File: src/rtl/pulse_monitor_pkg.sv
// Shared definitions for the pulse_monitor block.
// Holds the default channel count, counter widths, minimum legal step
// period and synchroniser depth, plus a channel status record used when
// passing a per-motor snapshot around at the default widths.
package pulse_monitor_pkg;

    localparam int unsigned N_MOTOR_DEF     = 6;
    localparam int unsigned POS_W_DEF       = 16;
    localparam int unsigned PER_W_DEF       = 15;
    localparam int unsigned MIN_PERIOD_DEF  = 100;
    localparam int unsigned SYNC_STAGES_DEF = 2;
    localparam int unsigned SEL_W           = 3;

    typedef struct packed {
        logic [POS_W_DEF-1:0] pos;
        logic [PER_W_DEF-1:0] period;
        logic                 err;
    } chan_status_t;

endpackage

File: src/rtl/pulse_monitor_if.sv
// Controller read port of pulse_monitor.
//   Sel      motor index to read
//   RdReq    single-cycle read strobe
//   RdAck    read data valid, one cycle after RdReq
//   RdPos    signed position snapshot
//   RdPeriod last measured step period
//   RdErr    sticky error flag of the selected motor
// master = controller side, slave = pulse_monitor side.
interface pulse_monitor_if
    import pulse_monitor_pkg::*;
#(
    parameter int unsigned POS_W = POS_W_DEF,
    parameter int unsigned PER_W = PER_W_DEF
);
    logic [SEL_W-1:0] Sel;
    logic             RdReq;
    logic             RdAck;
    logic [POS_W-1:0] RdPos;
    logic [PER_W-1:0] RdPeriod;
    logic             RdErr;

    modport master (
        output Sel, RdReq,
        input  RdAck, RdPos, RdPeriod, RdErr
    );

    modport slave (
        input  Sel, RdReq,
        output RdAck, RdPos, RdPeriod, RdErr
    );
endinterface

File: src/rtl/pulse_monitor_channel.sv
// pulse_channel: one motor's receive-side checker.
// Synchronises the PU/MF/Dir pins, detects rising PU edges, keeps a
// wrapping signed position, a saturating age counter and the last measured
// step period, and raises a sticky error on an edge while disabled or on a
// step period shorter than MIN_PERIOD.
//   clk, rst   system clock, synchronous active-high reset
//   pu_i       step pulse pin (asynchronous)
//   mf_i       enable/busy pin (asynchronous)
//   dir_i      direction pin (asynchronous), 1 = +1 step
//   clear_i    synchronous clear of counters and error (level)
//   active_o   synchronised MF
//   pos_o      position counter
//   period_o   last measured period in clk cycles
//   err_o      sticky error flag
module pulse_channel
    import pulse_monitor_pkg::*;
#(
    parameter int unsigned POS_W       = POS_W_DEF,
    parameter int unsigned PER_W       = PER_W_DEF,
    parameter int unsigned MIN_PERIOD  = MIN_PERIOD_DEF,
    parameter int unsigned SYNC_STAGES = SYNC_STAGES_DEF
) (
    input  logic             clk,
    input  logic             rst,
    input  logic             pu_i,
    input  logic             mf_i,
    input  logic             dir_i,
    input  logic             clear_i,
    output logic             active_o,
    output logic [POS_W-1:0] pos_o,
    output logic [PER_W-1:0] period_o,
    output logic             err_o
);

    localparam logic [PER_W-1:0] PER_MAX = '1;
    localparam logic [PER_W-1:0] MIN_P   = PER_W'(MIN_PERIOD);

    logic [SYNC_STAGES-1:0] pu_sync_q, mf_sync_q, dir_sync_q;
    logic                   pu_prev_q;
    logic                   pu_s, mf_s, dir_s, edge_s;

    logic [POS_W-1:0] pos_q, pos_d;
    logic [PER_W-1:0] per_q, per_d;
    logic [PER_W-1:0] age_q, age_d, age_inc;
    logic             err_q, err_d;
    logic             armed_q, armed_d;

    assign pu_s   = pu_sync_q[SYNC_STAGES-1];
    assign mf_s   = mf_sync_q[SYNC_STAGES-1];
    assign dir_s  = dir_sync_q[SYNC_STAGES-1];
    assign edge_s = pu_s & ~pu_prev_q;

    // Shift chains written as a truncating concat so a depth of 1 also works.
    always_ff @(posedge clk) begin
        if (rst) begin
            pu_sync_q  <= '0;
            mf_sync_q  <= '0;
            dir_sync_q <= '0;
            pu_prev_q  <= 1'b0;
        end else begin
            pu_sync_q  <= SYNC_STAGES'({pu_sync_q, pu_i});
            mf_sync_q  <= SYNC_STAGES'({mf_sync_q, mf_i});
            dir_sync_q <= SYNC_STAGES'({dir_sync_q, dir_i});
            pu_prev_q  <= pu_s;
        end
    end

    // age_inc doubles as "cycles since last edge": age counts from 0 right
    // after an edge, so the gap is age+1, held at PER_MAX once saturated.
    always_comb begin
        age_inc = (age_q == PER_MAX) ? PER_MAX : age_q + 1'b1;

        pos_d   = pos_q;
        per_d   = per_q;
        age_d   = age_inc;
        err_d   = err_q;
        armed_d = armed_q;

        if (clear_i) begin
            pos_d   = '0;
            per_d   = '0;
            age_d   = '0;
            err_d   = 1'b0;
            armed_d = 1'b0;
        end else if (edge_s) begin
            if (mf_s) begin
                pos_d = dir_s ? pos_q + 1'b1 : pos_q - 1'b1;
                if (armed_q) begin
                    per_d = age_inc;
                    if (age_inc < MIN_P) begin
                        err_d = 1'b1;
                    end
                end
                age_d   = '0;
                armed_d = 1'b1;
            end else begin
                err_d = 1'b1;
            end
        end
    end

    always_ff @(posedge clk) begin
        if (rst) begin
            pos_q   <= '0;
            per_q   <= '0;
            age_q   <= '0;
            err_q   <= 1'b0;
            armed_q <= 1'b0;
        end else begin
            pos_q   <= pos_d;
            per_q   <= per_d;
            age_q   <= age_d;
            err_q   <= err_d;
            armed_q <= armed_d;
        end
    end

    assign active_o = mf_s;
    assign pos_o    = pos_q;
    assign period_o = per_q;
    assign err_o    = err_q;

endmodule

File: src/rtl/pulse_monitor.sv
// pulse_monitor: receive-side checker for the stepper pulse/enable lines.
// Instantiates one pulse_channel per motor and serves per-motor snapshots
// over a request/acknowledge read port.
//   clk, rst  system clock, synchronous active-high reset
//   PUs       step pulse pins, one per motor
//   MFs       enable/busy pins, one per motor
//   Dir       direction pins, 1 = +1 step
//   Clear     per-motor synchronous clear (level)
//   Active    synchronised MFs
//   Err       sticky error flags of all motors
//   rd        controller read port (Sel/RdReq in, RdAck/RdPos/RdPeriod/RdErr out)
module pulse_monitor
    import pulse_monitor_pkg::*;
#(
    parameter int unsigned N_MOTOR     = N_MOTOR_DEF,
    parameter int unsigned POS_W       = POS_W_DEF,
    parameter int unsigned PER_W       = PER_W_DEF,
    parameter int unsigned MIN_PERIOD  = MIN_PERIOD_DEF,
    parameter int unsigned SYNC_STAGES = SYNC_STAGES_DEF
) (
    input  logic               clk,
    input  logic               rst,
    input  logic [N_MOTOR-1:0] PUs,
    input  logic [N_MOTOR-1:0] MFs,
    input  logic [N_MOTOR-1:0] Dir,
    input  logic [N_MOTOR-1:0] Clear,
    output logic [N_MOTOR-1:0] Active,
    output logic [N_MOTOR-1:0] Err,
    pulse_monitor_if.slave     rd
);

    typedef struct packed {
        logic [POS_W-1:0] pos;
        logic [PER_W-1:0] period;
        logic             err;
    } status_t;

    status_t status [N_MOTOR];

    for (genvar g = 0; g < N_MOTOR; g++) begin : g_ch
        pulse_channel #(
            .POS_W       (POS_W),
            .PER_W       (PER_W),
            .MIN_PERIOD  (MIN_PERIOD),
            .SYNC_STAGES (SYNC_STAGES)
        ) u_ch (
            .clk      (clk),
            .rst      (rst),
            .pu_i     (PUs[g]),
            .mf_i     (MFs[g]),
            .dir_i    (Dir[g]),
            .clear_i  (Clear[g]),
            .active_o (Active[g]),
            .pos_o    (status[g].pos),
            .period_o (status[g].period),
            .err_o    (Err[g])
        );
        assign status[g].err = Err[g];
    end

    logic    ack_q, ack_d;
    status_t snap_q, snap_d;

    // An out-of-range Sel matches no channel, so it still acks with zero data.
    always_comb begin
        ack_d  = rd.RdReq;
        snap_d = '0;
        if (rd.RdReq) begin
            for (int unsigned i = 0; i < N_MOTOR; i++) begin
                if (rd.Sel == SEL_W'(i)) begin
                    snap_d = status[i];
                end
            end
        end
    end

    always_ff @(posedge clk) begin
        if (rst) begin
            ack_q  <= 1'b0;
            snap_q <= '0;
        end else begin
            ack_q  <= ack_d;
            snap_q <= snap_d;
        end
    end

    assign rd.RdAck    = ack_q;
    assign rd.RdPos    = snap_q.pos;
    assign rd.RdPeriod = snap_q.period;
    assign rd.RdErr    = snap_q.err;

endmodule

File: src/flat_wrapper.sv
// flat-port wrapper written by rule: the top's interface ports become plain ports
module pulse_monitor_flat import pulse_monitor_pkg::*;
#(
    parameter int unsigned N_MOTOR     = N_MOTOR_DEF,
    parameter int unsigned POS_W       = POS_W_DEF,
    parameter int unsigned PER_W       = PER_W_DEF,
    parameter int unsigned MIN_PERIOD  = MIN_PERIOD_DEF,
    parameter int unsigned SYNC_STAGES = SYNC_STAGES_DEF
)
  (clk, rst, PUs, MFs, Dir, Clear, Active, Err, rd_Sel, rd_RdReq, rd_RdAck, rd_RdPos, rd_RdPeriod, rd_RdErr);
  pulse_monitor_if #(.POS_W(POS_W), .PER_W(PER_W)) rd_i ();
  input  logic clk;
  input  logic rst;
  input  logic [N_MOTOR-1:0] PUs;
  input  logic [N_MOTOR-1:0] MFs;
  input  logic [N_MOTOR-1:0] Dir;
  input  logic [N_MOTOR-1:0] Clear;
  output logic [N_MOTOR-1:0] Active;
  output logic [N_MOTOR-1:0] Err;
  input wire logic [$bits(rd_i.Sel)-1:0] rd_Sel;
  input wire logic [$bits(rd_i.RdReq)-1:0] rd_RdReq;
  output wire logic [$bits(rd_i.RdAck)-1:0] rd_RdAck;
  output wire logic [$bits(rd_i.RdPos)-1:0] rd_RdPos;
  output wire logic [$bits(rd_i.RdPeriod)-1:0] rd_RdPeriod;
  output wire logic [$bits(rd_i.RdErr)-1:0] rd_RdErr;
  assign rd_i.Sel = rd_Sel;
  assign rd_i.RdReq = rd_RdReq;
  assign rd_RdAck = rd_i.RdAck;
  assign rd_RdPos = rd_i.RdPos;
  assign rd_RdPeriod = rd_i.RdPeriod;
  assign rd_RdErr = rd_i.RdErr;
  pulse_monitor #(.N_MOTOR(N_MOTOR), .POS_W(POS_W), .PER_W(PER_W), .MIN_PERIOD(MIN_PERIOD), .SYNC_STAGES(SYNC_STAGES)) u_core (.clk(clk), .rst(rst), .PUs(PUs), .MFs(MFs), .Dir(Dir), .Clear(Clear), .Active(Active), .Err(Err), .rd(rd_i));
endmodule
File: config.mk
export PLATFORM = sky130hd
export DESIGN_NAME = pulse_monitor_flat
export DESIGN_NICKNAME = d
export VERILOG_FILES = /design/src/rtl/pulse_monitor_pkg.sv /design/src/rtl/pulse_monitor_if.sv /design/src/rtl/pulse_monitor_channel.sv /design/src/rtl/pulse_monitor.sv /design/src/flat_wrapper.sv
export SDC_FILE = /design/constraint.sdc
export NUM_CORES = 1
export LEC_CHECK = 0
export CAP_MARGIN = 15
export CORE_ASPECT_RATIO = 0.9
export CORE_MARGIN = 2
export CORE_UTILIZATION = 55
export DETAILED_ROUTE_END_ITERATION = 8
export PLACE_DENSITY = 0.74
export REMOVE_ABC_BUFFERS = 1
export SYNTH_ARGS = -nofsm -noshare
export SYNTH_HDL_FRONTEND = slang
export SYNTH_SLANG_ARGS = --single-unit
File: constraint.sdc
create_clock -name clk -period 8.35 [get_ports clk]
set_clock_uncertainty 0.1 [all_clocks]
set_input_delay 1.67 -clock clk [delete_from_list [all_inputs] [get_ports clk]]
set_output_delay 1.67 -clock clk [all_outputs]
set_load 0.005 [all_outputs]
==> reports/results.env, run 1 <==
SETUP-TNS-FINAL_NS=0
PLACE.DETAILED.HPWL_MM=35.5
STATIC-LEAKAGE-POWER_nW=7.45
ARRIVAL_NS=4.12
P_SWITCHING_W=0.000864
CRITICAL_PATH_REQUIRED_NS=8.72
WORST_SLEW_PIN_SLEW_NS=1.07
WORST_IR_DROP_VDD_V=0.000127
SYNTH_TOP_AREA_SHARE_PCT=39.9
SYNTH.CELL_AREA_UM2=18200
SYNTHESIS.INSTANCES=2189
WORSTREG2REGSTART='u_core.g_ch[1].u_ch.dir_sync_q[1]'
CRIT_PATH_END_KIND='flop'
ANTENNA_FOUND_INITIAL=3
PLACEMENT.SETUP.WORST_SLACK_NS=4.12
CLK_LATENCY_NS=0.54
CORE_REGION_AREA_UM2=32800
UNREPAIRED_SETUP_ENDPOINTS_AFTER_GLOBAL_ROUTING='false'
SETUP_VIOLATIONS=0
POST_CTS_HOLD_BUFFER_COUNT=0
POST_ROUTE_CELLS_DRIVE_ABOVE_1_SHARE_PCT=5.14
NUMCLOCKSINKS=363
CTS_TREE='built'
SYNTH.YOSYS.WARNINGS=0
GRT_START_MAX_NET_PINS=34
SETUP.REG_TO_REG.WORST_SLACK_NS=5.20
POWER.CLOCK.FRACTION_PCT=49.1
TOTAL_I_O_PIN_COUNT=75
FINAL_NET_COUNT=2315
FIRST_DRT_PASS_ITERATION_COUNT=6
AVGROUTEDWIREPERCELL_UM=18.4
ROWS=63
WL_MM=48.7
P_SEQ_SHARE_PCT=45.8
BUFFER_PORTS.INSERTED=74
OUTCOME='finished, final reports clean'
DIE_W_UM=196
SYNTH_CELL_TYPES=71
CTS-BUFFERS-INSERTED=39
COMB_POWER_SHARE_PCT=5.1
VIAS=16000
MIN_PERIOD_OVER_PERIOD_PCT=45.0
GRT_USAGE_PCT=27.9
HOLD_PATH_STARTPOINT='u_core.g_ch[5].u_ch.mf_sync_q[0]'
TOTALPOWERFINAL_W=0.00384
POST_CTS_RESIZED=0
MOST-COMMON-LAYOUT-CELLS='dfxtp_1, nor2_1, nand2_1'
DRTANTENNAVIOLNETS=0
GRT_OVERFLOW=0
PLACE.GP.CONGESTION=0.915
CTS-HTREE-LEVELS=2
POST_DRT_VIA_CELL_RATIO=6.07
NUMBER_OF_ENABLE_FLIP_FLOP_CELLS_AFTER_SYNTHESIS=0
START_UTIL_PCT=55.5
CLK_PIN_SLEW_WORST_PATHS_NS=0.06
TIMING.MAX_SLEW.REL_SLACK_PCT=29.0
YOSYSSEQAREASHARE_PCT=39.9
FLOPS_LATCHES_SYNTH=363
POST_CTS_BUFFERS=0
CP-START-KIND='input pin'
FINALWORSTSETUPSLACK_NS=4.59
FINALHOLDVIOLATIONS=0
DRC_ERRORS=0
WORST_HOLD_SLACK_NS=0.334
CTSROOTBUFFERMASTER='clkbuf_16'
SW_RATIO_PCT=22.5
SYNTHTOLAYOUTAREAGROWTH_PCT=12.3
MAX-CLOCK-PATH-BUFFERS=3
GRT_FIRST_PASS_WIRELENGTH_MM=77.4
POWER.INTERNAL_W=0.00298
POWER.DENSITY_CELL_AREA_nW_PER_UM2=188
SYNTH_TOP_FLOP_CELL='dfxtp_1'
FIN_CRIT_NS=3.76
FIN_UTIL_PCT=62.3
DESIGN.DIE.AREA_UM2=34600
AVGSYNTHCELLAREA_UM2=8.31
FIRST_GLOBAL_VIAS=14600
DETAILEDROUTE.FIRSTITERATIONVIOLATIONS=1384
SLEW_VIOLATIONS=0
YS_TOP_CELLS_BY_AREA='dfxtp_1, nor2_1, ha_1'
FILLERS=2849
MOSTFREQUENTLAYOUTCELL='dfxtp_1'
STARTPOINT='rd_Sel[2]'
FMAX_MHz=266
DIE_HEIGHT_UM=177
CRITPATHMAXFANOUT=27
SYNTH_TOP_CELL_BY_AREA='dfxtp_1'
CRITPATHKIND='in -> reg'
DRV.MAX_CAP_VIOLATION_COUNT=0
POSTSYNTH.ASYNCRESETSHARE_PCT=0
HOLDCRITPATHCLASS='reg -> reg'
logic make-up (layout without fill, tap and decap cells):
| family | after synthesis | after routing | share of synthesized area [%] |
|---|---|---|---|
| xor+xnor | 122 | 122 | 5.87 |
| buf+inv | 162 | 190 | 3.63 |
| other cells | 0 | 1 | 0 |
| compound gates | 591 | 591 | 21.2 |
| simple gates | 832 | 832 | 20.9 |
| flops | 363 | 363 | 39.9 |
| fa+ha+maj | 96 | 96 | 6.85 |
| mux | 23 | 23 | 1.65 |
worst max-delay path, cell delays in order:
cell and delay [ns]:
clkdlybuf4s50_1 0.58, clkinv_1 0.24, nor2_1 0.34, and2_1 0.88, a22oi_1 0.18, a31oi_1 0.22
cell type report:
cell class / instances / area (um^2) / area share [%]
Antenna cell: 1 / 2.50 / 0.0122
Clock buffer: 47 / 1060 / 5.17
Clock inverter: 22 / 335 / 1.64
Inverter: 37 / 139 / 0.680
Multi-Input combinational cell: 1664 / 10300 / 50.4
Sequential cell: 363 / 7270 / 35.6
Tap cell: 422 / 528 / 2.58
Timing Repair Buffer: 84 / 816 / 3.99
stage by stage:
stage,std cells,instance area (um^2)
global route,2640,20400
CTS,2637,20400
detailed placement,2568,19000
finish,2640,20400
floorplan,2064,17700
global placement,2568,19000
cell usage after synthesis (12+ instances only):
library cell and number:
nor3_1 33, a21oi_1 180, buf_4 12, and2_1 18, clkbuf_1 101, nand3_1 73
mux2i_1 12, a211oi_1 77, and3_1 37, xnor2_1 87, a22oi_1 87, o21bai_1 14
o21ai_0 57, inv_1 36, o21a_1 12, nand2_1 219, a31oi_1 51, a21o_1 41
nor2b_1 56, nand4_1 23, dfxtp_1 363, xor2_1 35, nor2_1 313, ha_1 90
power by group through the flow:
stage	clock network, W	logic (W)	registers (W)
after floorplan	0	0.000129	0.00179
after global placement	0	0.000189	0.00180
after detailed placement	0	0.000192	0.00180
after CTS	0.00191	0.000194	0.00176
after global routing	0.00197	0.000217	0.00176
final	0.00189	0.000196	0.00176
layer usage:
| metal | vias to the layer above | global-route usage [%] | part of all wire [%] | routed length [um] |
|---|---|---|---|---|
| met5 | - | 0 | 0.027 | 13 |
| met4 | 2 | 8.84 | 2.9 | 1430 |
| met3 | 89 | 4.60 | 7.2 | 3510 |
| met2 | 487 | 44.6 | 45 | 21700 |
| met1 | 7603 | 38.8 | 45 | 22000 |
| li1 | 7841 | - | - | - |
final timing paths:
kind	end	cells after the start
setup / recovery	u_core.rd.RdPos[2]	6
hold / removal	u_core.g_ch[5].u_ch.mf_sync_q[1]	1
setup reg to reg	u_core.g_ch[1].u_ch.pos_o[14]	10
hold reg to reg	u_core.g_ch[5].u_ch.mf_sync_q[1]	1
flip-flops by register name (all words and copies together), names as in the netlist:
register / count
u_core.rd.RdAck: 1
u_core.rd.RdPos: 16
u_core.rd.RdPeriod: 15
u_core.g_ch.u_ch.age_q: 90
u_core.rd.RdErr: 1
u_core.g_ch.u_ch.pu_prev_q: 6
u_core.g_ch.u_ch.err_o: 6
u_core.g_ch.u_ch.pos_o: 96
u_core.g_ch.u_ch.pu_sync_q: 12
u_core.g_ch.u_ch.dir_sync_q: 12
u_core.g_ch.u_ch.period_o: 90
u_core.g_ch.u_ch.mf_sync_q: 12
u_core.g_ch.u_ch.armed_q: 6
(Power assumes the default switching activity.)
==> run 2, diff against run 1 <==
- PLACE_DENSITY: 0.74 -> 0.77
- clock period: 8.35 -> 3.18 ns (I/O delays scaled with it)
==> run 2 against run 1 <==
Utilization rose by 0.30 points. Flip-flop and latch count did not move. Routed wire length rose by 2.2%. Worst setup slack got worse by 4.3 ns. Register-to-register slack got worse by 4.9 ns. Critical path type is now reg -> reg. Largest power group is now registers.
==> reports/results.env, run 2 (synthesis results as in run 1) <==
SLEW_VIOLATIONS=0  # unchanged
ANTENNA_FOUND_INITIAL=0  # was 3
POST_CTS_HOLD_BUFFER_COUNT=0  # unchanged
SETUP_VIOLATIONS=0  # unchanged
FINALHOLDVIOLATIONS=0  # unchanged
DETAILEDROUTE.FIRSTITERATIONVIOLATIONS=1602  # was 1384
DIE_W_UM=196  # unchanged
FIN_UTIL_PCT=62.6  # was 62.3%
GRT_USAGE_PCT=28.5  # was 27.9%
POST_CTS_RESIZED=0  # unchanged
HOLDCRITPATHCLASS='reg -> reg'  # unchanged
CRIT_PATH_CELL_TRACE='inv_1 > ha_1 > a21o_1 > a221oi_1 > o21ai_1 > a221o_1 > a21oi_1 > xnor2_1 > nand2_1 > a21oi_1'  # was clkdlybuf4s50_1 > clkinv_1 > nor2_1 > and2_1 > a22oi_1 > a31oi_1
NUMCLOCKSINKS=363  # unchanged
PLACEDINSTANCEAREA_UM2=19200  # was 19000 um^2
CTS-BUFFERS-INSERTED=39  # unchanged
STATIC-LEAKAGE-POWER_nW=7.54  # was 7.45 nW
CTS-HTREE-LEVELS=2  # unchanged
MOSTFREQUENTLAYOUTCELL='dfxtp_1'  # unchanged
NUMBER_OF_ANTENNA_DIODES=0  # was 1
UNREPAIRED_SETUP_ENDPOINTS_AFTER_GLOBAL_ROUTING='false'  # unchanged
DRV.MAX_CAP_VIOLATION_COUNT=0  # unchanged
MAX-CLOCK-PATH-BUFFERS=3  # unchanged
CRITPATHMAXSTAGEDELAY_NS=0.39  # was 0.88 ns
PLACE.GP.CONGESTION=0.925  # was 0.915
POST_ROUTE_CELLS_DRIVE_ABOVE_1_SHARE_PCT=6.03  # was 5.14%
TOTAL_I_O_PIN_COUNT=75  # unchanged
PLACEMENT.SETUP.WORST_SLACK_NS=0.331  # was 4.12 ns
GRT_OVERFLOW=0  # unchanged
PLACE.DETAILED.INSTANCES=2595  # was 2568
POST-ROUTE-CELL-AREA_UM2=20500  # was 20400 um^2
CLK_LATENCY_NS=0.54  # about the same
DRC_ERRORS=0  # unchanged
FIN_CRIT_NS=2.91
CTSROOTBUFFERMASTER='clkbuf_16'  # unchanged
CRITPATHMAXFANOUT=12  # was 27
PLACE.DETAILED.HPWL_MM=36.6  # was 35.5 mm
ROWS=63  # unchanged
FINALWORSTSETUPSLACK_NS=0.270  # was 4.59 ns
CLK_PIN_SLEW_WORST_PATHS_NS=0.07  # was 0.06 ns
GRT_FIRST_PASS_WIRELENGTH_MM=79.4  # was 77.4 mm
WORST_SLEW_PIN_SLEW_NS=1.05  # was 1.07 ns
POWER.DENSITY_CELL_AREA_nW_PER_UM2=474  # was 188 nW/um^2
FMAX_MHz=344
DRTANTENNAVIOLNETS=0  # unchanged
CP_COMMON_CELL='a21oi_1'
GRT.MET1_USAGE_PCT=39.1  # was 38.8%
POST_CTS_BUFFERS=0  # unchanged
BUFFER_PORTS.INSERTED=74  # unchanged
MOST-COMMON-LAYOUT-CELLS='dfxtp_1, nor2_1, nand2_1'  # unchanged
WORSTREG2REGSTART='u_core.g_ch[5].u_ch.dir_sync_q[1]'  # was u_core.g_ch[1].u_ch.dir_sync_q[1]
CRITICAL-PATH-TOP-DELAY-FAMILY='compound AO/OA/AOI/OAI gates'  # was simple AND/OR/NAND/NOR gates
SYNTHTOLAYOUTAREAGROWTH_PCT=12.8  # was 12.3%
CRIT_PATH_END_KIND='flop'  # unchanged
OUTCOME='finished, final reports clean'  # unchanged
CTS_TREE='built'  # unchanged
MIN_PERIOD_OVER_PERIOD_PCT=91.5
STARTPOINT='u_core.g_ch[5].u_ch.dir_sync_q[1]'  # was rd_Sel[2]
HOLD_PATH_STARTPOINT='u_core.g_ch[1].u_ch.mf_sync_q[0]'  # was u_core.g_ch[5].u_ch.mf_sync_q[0]
GRT_START_MAX_NET_PINS=34  # unchanged
FINAL_NET_COUNT=2340  # was 2315
TIMING.MAX_SLEW.REL_SLACK_PCT=30.1  # was 29.0%
CORE_REGION_AREA_UM2=32800  # unchanged
SETUP-TNS-FINAL_NS=0  # unchanged
GRT.MET3_USAGE_PCT=4.47  # was 4.60%
WORST-PATH-BUF-INV=1  # was 2
CP-START-KIND='flop'  # was input pin
LARGEST_REG_FLOPS=96  # unchanged
AVGROUTEDWIREPERCELL_UM=18.7  # was 18.4 um
CRITICAL_PATH_REQUIRED_NS=3.54  # was 8.72 ns
VIAS=16200  # was 16000
DESIGN.DIE.AREA_UM2=34600  # unchanged
CPMAXSTAGEDELAYCELL='ha_1'  # was and2_1
CRITPATHKIND='reg -> reg'  # was in -> reg
ARRIVAL_NS=3.27  # was 4.12 ns
FIRST_GLOBAL_VIAS=14900  # was 14600
WL_MM=49.8  # was 48.7 mm
FIRST_DRT_PASS_ITERATION_COUNT=6  # unchanged
GLOBAL_ROUTE.PEAK_USAGE_LAYER='met2'  # unchanged
POST_LAYOUT_NONFILLER_INSTANCES=2661  # was 2640
START_UTIL_PCT=55.5  # unchanged
GLOBALROUTEMET2UTIL_PCT=46.1  # was 44.6%
DIE_HEIGHT_UM=177  # unchanged
WORST_IR_DROP_VDD_V=0.000364  # was 0.000127 V
POST_DRT_VIA_CELL_RATIO=6.07  # about the same
run 2: cell types whose count changed in the layout (fill, tap and decap cells not counted):
| cell | change |
|---|---|
| diode_2 | -1 |
| clkinvlp_4 | -4 |
| bufinv_16 | -7 |
| clkbuf_8 | +7 |
| inv_6 | -2 |
| buf_12 | +2 |
| clkbuf_1 | +1 |
| clkbuf_16 | +2 |
| buf_8 | -1 |
| buf_2 | -1 |
| buf_4 | +25 |
run 2: area by class of cell:
| cell class | instances | area (um^2) |
|---|---|---|
| multi-input combinational | 1664 | 10300 |
| fill | 2841 | 12300 |
| timing repair buffer | 109 | 1020 |
| inverter | 37 | 139 |
| sequential | 363 | 7270 |
| clock buffer | 57 | 1210 |
| tap | 422 | 528 |
| clock inverter | 9 | 77.6 |
run 2: layer usage:
| metal | wire [um] | part of all wire (%) |
|---|---|---|
| met5 | 0 | 0 |
| met4 | 1390 | 2.8 |
| met3 | 3300 | 6.6 |
| met2 | 22700 | 46 |
| met1 | 22400 | 45 |
run 2: worst register-to-register path, stage by stage (launching register included):
cell and delay [ns]:
dfxtp_1 0.33, inv_1 0.38, ha_1 0.39, a21o_1 0.23, a221oi_1 0.34, o21ai_1 0.17, a221o_1 0.38, a21oi_1 0.17
xnor2_1 0.14, nand2_1 0.07, a21oi_1 0.13
run 2: final timing paths:
check | endpoint | slack [ns] | depth (start not counted)
setup / recovery | u_core.g_ch[5].u_ch.pos_o[13] | 0.27 | 10
hold / removal | u_core.g_ch[1].u_ch.mf_sync_q[1] | 0.33 | 1
setup reg to reg | u_core.g_ch[5].u_ch.pos_o[13] | 0.27 | 10
hold reg to reg | u_core.g_ch[1].u_ch.mf_sync_q[1] | 0.33 | 1
run 2: power breakdown:
| part | internal (W) | switching (W) |
|---|---|---|
| Sequential | 0.00459 | 0.0000317 |
| Clock | 0.00270 | 0.00187 |
| Combinational | 0.000216 | 0.000324 |
| Total | 0.00750 | 0.00222 |
run 2: per-stage QoR:
| step | power [W] | hold WS, ns |
|---|---|---|
| final | 0.00973 | 0.334 |
| after global routing | 0.0100 | 0.360 |
| after CTS | 0.00978 | 0.336 |
| after detailed placement | 0.00525 | 0.322 |
| after global placement | 0.00524 | 0.316 |
| after floorplan | 0.00505 | 0.314 |
==> run 3, diff against run 2 <==
- ABC_CLOCK_PERIOD_IN_PS: unset -> 3180
- SKIP_CTS_REPAIR_TIMING: unset -> 1
==> results of run 3 <==
The final DEF is identical to that of run 2; final timing and power are the same.
==> variant: new RTL, config.mk and constraints of run 2 <==
Register the output `Err`, with the module's reset; this adds one clock of latency there. The other outputs are not delayed to match.
--- a/src/rtl/pulse_monitor.sv
+++ b/src/rtl/pulse_monitor.sv
@@ -35,6 +35,8 @@
         logic             err;
     } status_t;
 
+    logic [N_MOTOR-1:0] Err_d;
+
     status_t status [N_MOTOR];
 
     for (genvar g = 0; g < N_MOTOR; g++) begin : g_ch
@@ -53,9 +55,9 @@
             .active_o (Active[g]),
             .pos_o    (status[g].pos),
             .period_o (status[g].period),
-            .err_o    (Err[g])
+            .err_o    (Err_d[g])
         );
-        assign status[g].err = Err[g];
+        assign status[g].err = Err_d[g];
     end
 
     logic    ack_q, ack_d;
@@ -89,5 +91,13 @@
     assign rd.RdPeriod = snap_q.period;
     assign rd.RdErr    = snap_q.err;
 
+    always_ff @(posedge clk) begin
+        if (rst) begin
+            Err <= '0;
+        end else begin
+            Err <= Err_d;
+        end
+    end
+
 endmodule
 
Check against the original RTL: not equivalent (a bounded check fails within 4 cycles, from zero or initial values and one cycle with rst high).
==> variant against run 2 <==
Worst setup slack worse by 0.080 ns; synthesized area up 0.68%; synthesized cell count down 1.3%; power up 0.39%; wire length down 2.8%; final cell count down 0.68%; design area up 0.74%; count of clock-buffer cells in the layout down 1; critical path depth unchanged; sequential cell count up 6.
==> variant: results (changes against run 2) <==
| Metric | Value |
|---|---|
| # diodes | 0 (unchanged) |
| Placed inst area | 19400 um2 (+0.89%) |
| Maximum VDD drop | 433 uV (+19%) |
| LEAKAGE | 7.46 nW (-0.98%) |
| Iter 0 DRT Violations | 1317 (-18%) |
| Synth cell types | 75 (+5.6%) |
| FF-to-FF path depth | 10 (unchanged) |
| Reg2reg setup slack | 0.19 ns (-0.08 ns) |
| Most frequent cells after synthesis | 369 x dfxtp_1, 326 x nor2_1, 200 x nand2_1 |
| Post-detail-place hpwl | 36100 um (-1.4%) |
| Register area share after synthesis | 0.403 (+0.00386) |
| Setup TNS | 0 ns (unchanged) |
| Global-route wire length before repair | 78100 um (-1.6%) |
| Worst slew pin tran | 0.946 ns (-0.103 ns) |
| Count leader, synth | dfxtp_1 |
| TritonRoute pass-1 iters | 5 (-1) |
| Reg2reg start | u_core.g_ch[4].u_ch.dir_sync_q[1]$_SDFF_PP0_ |
| Via density | 6.04 (-0.42%) |
| Buffers on Ports | 74 (unchanged) |
| Critical path data arrival time | 3.34 ns (+0.07 ns) |
| Outcome | completed |
| Reg clk slew, reported paths | 0.06 ns |
| GPL Wtd Cong | 0.908 (-1.8%) |
| Min-Delay Endpoint | u_core.g_ch[3].u_ch.pu_sync_q[1]$_SDFF_PP0_ |
| Pin count of the biggest net entering global routing | 34 (unchanged) |
| Vias in the first global route | 14902 (-0.13%) |
| Pre-CTS WS | 0.247 ns (-0.0832 ns) |
| Worst hold start | u_core.g_ch[3].u_ch.pu_sync_q[0]$_SDFF_PP0_ |
| Post-Route WL | 48300 um (-2.8%) |
| Reg2reg end | u_core.g_ch[4].u_ch.pos_o[15]$_SDFFE_PP0P_ |
| Overall routing resource usage | 0.278 (-0.00705) |
| Critical-path maximum fanout | 10 (-2) |
| Layout Nets | 2322 (-0.77%) |
| Area contributors post-synth | dfxtp_1 40%, nor2_1 6.7%, ha_1 6.1% |
| Fraction of layout cells with a size suffix above 1 | 0.0657 (+0.00544) |
-- variant: cell families (layout without fill, tap and decap cells) --
group	Yosys count	count (layout)	share of synthesized area
simple gates	831	831	0.210
compound gates	571	571	0.209
xor+xnor	126	126	0.0602
buf+inv	145	206	0.0316
flops	369	369	0.403
mux	22	22	0.0174
fa+ha+maj	96	96	0.0680
-- variant: worst max-delay path by stage --
stage	endpoint	cells after the start	slack (ns)	from
after global routing	u_core.g_ch[4].u_ch.pos_o[15]$_SDFFE_PP0P_	10	0.05	u_core.g_ch[4].u_ch.dir_sync_q[1]$_SDFF_PP0_
after CTS	u_core.g_ch[4].u_ch.pos_o[15]$_SDFFE_PP0P_	10	0.24	u_core.g_ch[4].u_ch.dir_sync_q[1]$_SDFF_PP0_
after floorplan	u_core.g_ch[3].u_ch.pos_o[15]$_SDFFE_PP0P_	10	0.44	u_core.g_ch[3].u_ch.dir_sync_q[1]$_SDFF_PP0_
after global placement	u_core.g_ch[4].u_ch.pos_o[15]$_SDFFE_PP0P_	10	0.38	u_core.g_ch[4].u_ch.dir_sync_q[1]$_SDFF_PP0_
after detailed placement	u_core.g_ch[4].u_ch.pos_o[15]$_SDFFE_PP0P_	10	0.25	u_core.g_ch[4].u_ch.dir_sync_q[1]$_SDFF_PP0_
final	u_core.g_ch[4].u_ch.pos_o[15]$_SDFFE_PP0P_	10	0.19	u_core.g_ch[4].u_ch.dir_sync_q[1]$_SDFF_PP0_
-- variant: layout make-up --
class,count,area [um2]
timing repair buffer,106,1000
multi-input combinational,1646,10400
fill,2760,12200
tap,422,528
inverter,34,128
clock buffer,56,1160
sequential,369,7390
clock inverter,10,103
-- variant: routing by layer --
| layer | global-route usage | wire length (um) | vias up |
|---|---|---|---|
| met5 | 0 | 0 | - |
| met4 | 0.0934 | 1460 | 0 |
| met3 | 0.0356 | 3000 | 84 |
| met2 | 0.440 | 21300 | 506 |
| met1 | 0.392 | 22600 | 7586 |
| li1 | - | - | 7800 |
-- variant: worst max-delay path: stages, from the launching register on --
cell	delay, ns
dfxtp_1	0.32
inv_1	0.28
ha_1	0.34
a211oi_2	0.33
o21ai_2	0.15
a2111oi_4	0.44
nor3_2	0.11
o31ai_2	0.28
xnor2_1	0.11
or3_1	0.31
a21oi_1	0.16
-- variant: report_power, final --
group          internal (mW)  switching [mW]  leakage [nW]
clock                   2.69            1.83         0.627
combinational          0.225           0.329          3.86
sequential              4.66          0.0312          2.98
-- variant: metrics by stage --
| step | hold slack [ns] | std cells |
|---|---|---|
| after floorplan | 0.314 | 2049 |
| after global placement | 0.315 | 2577 |
| after detailed placement | 0.325 | 2577 |
| after CTS | 0.338 | 2643 |
| after global routing | 0.352 | 2643 |
| final | 0.337 | 2643 |
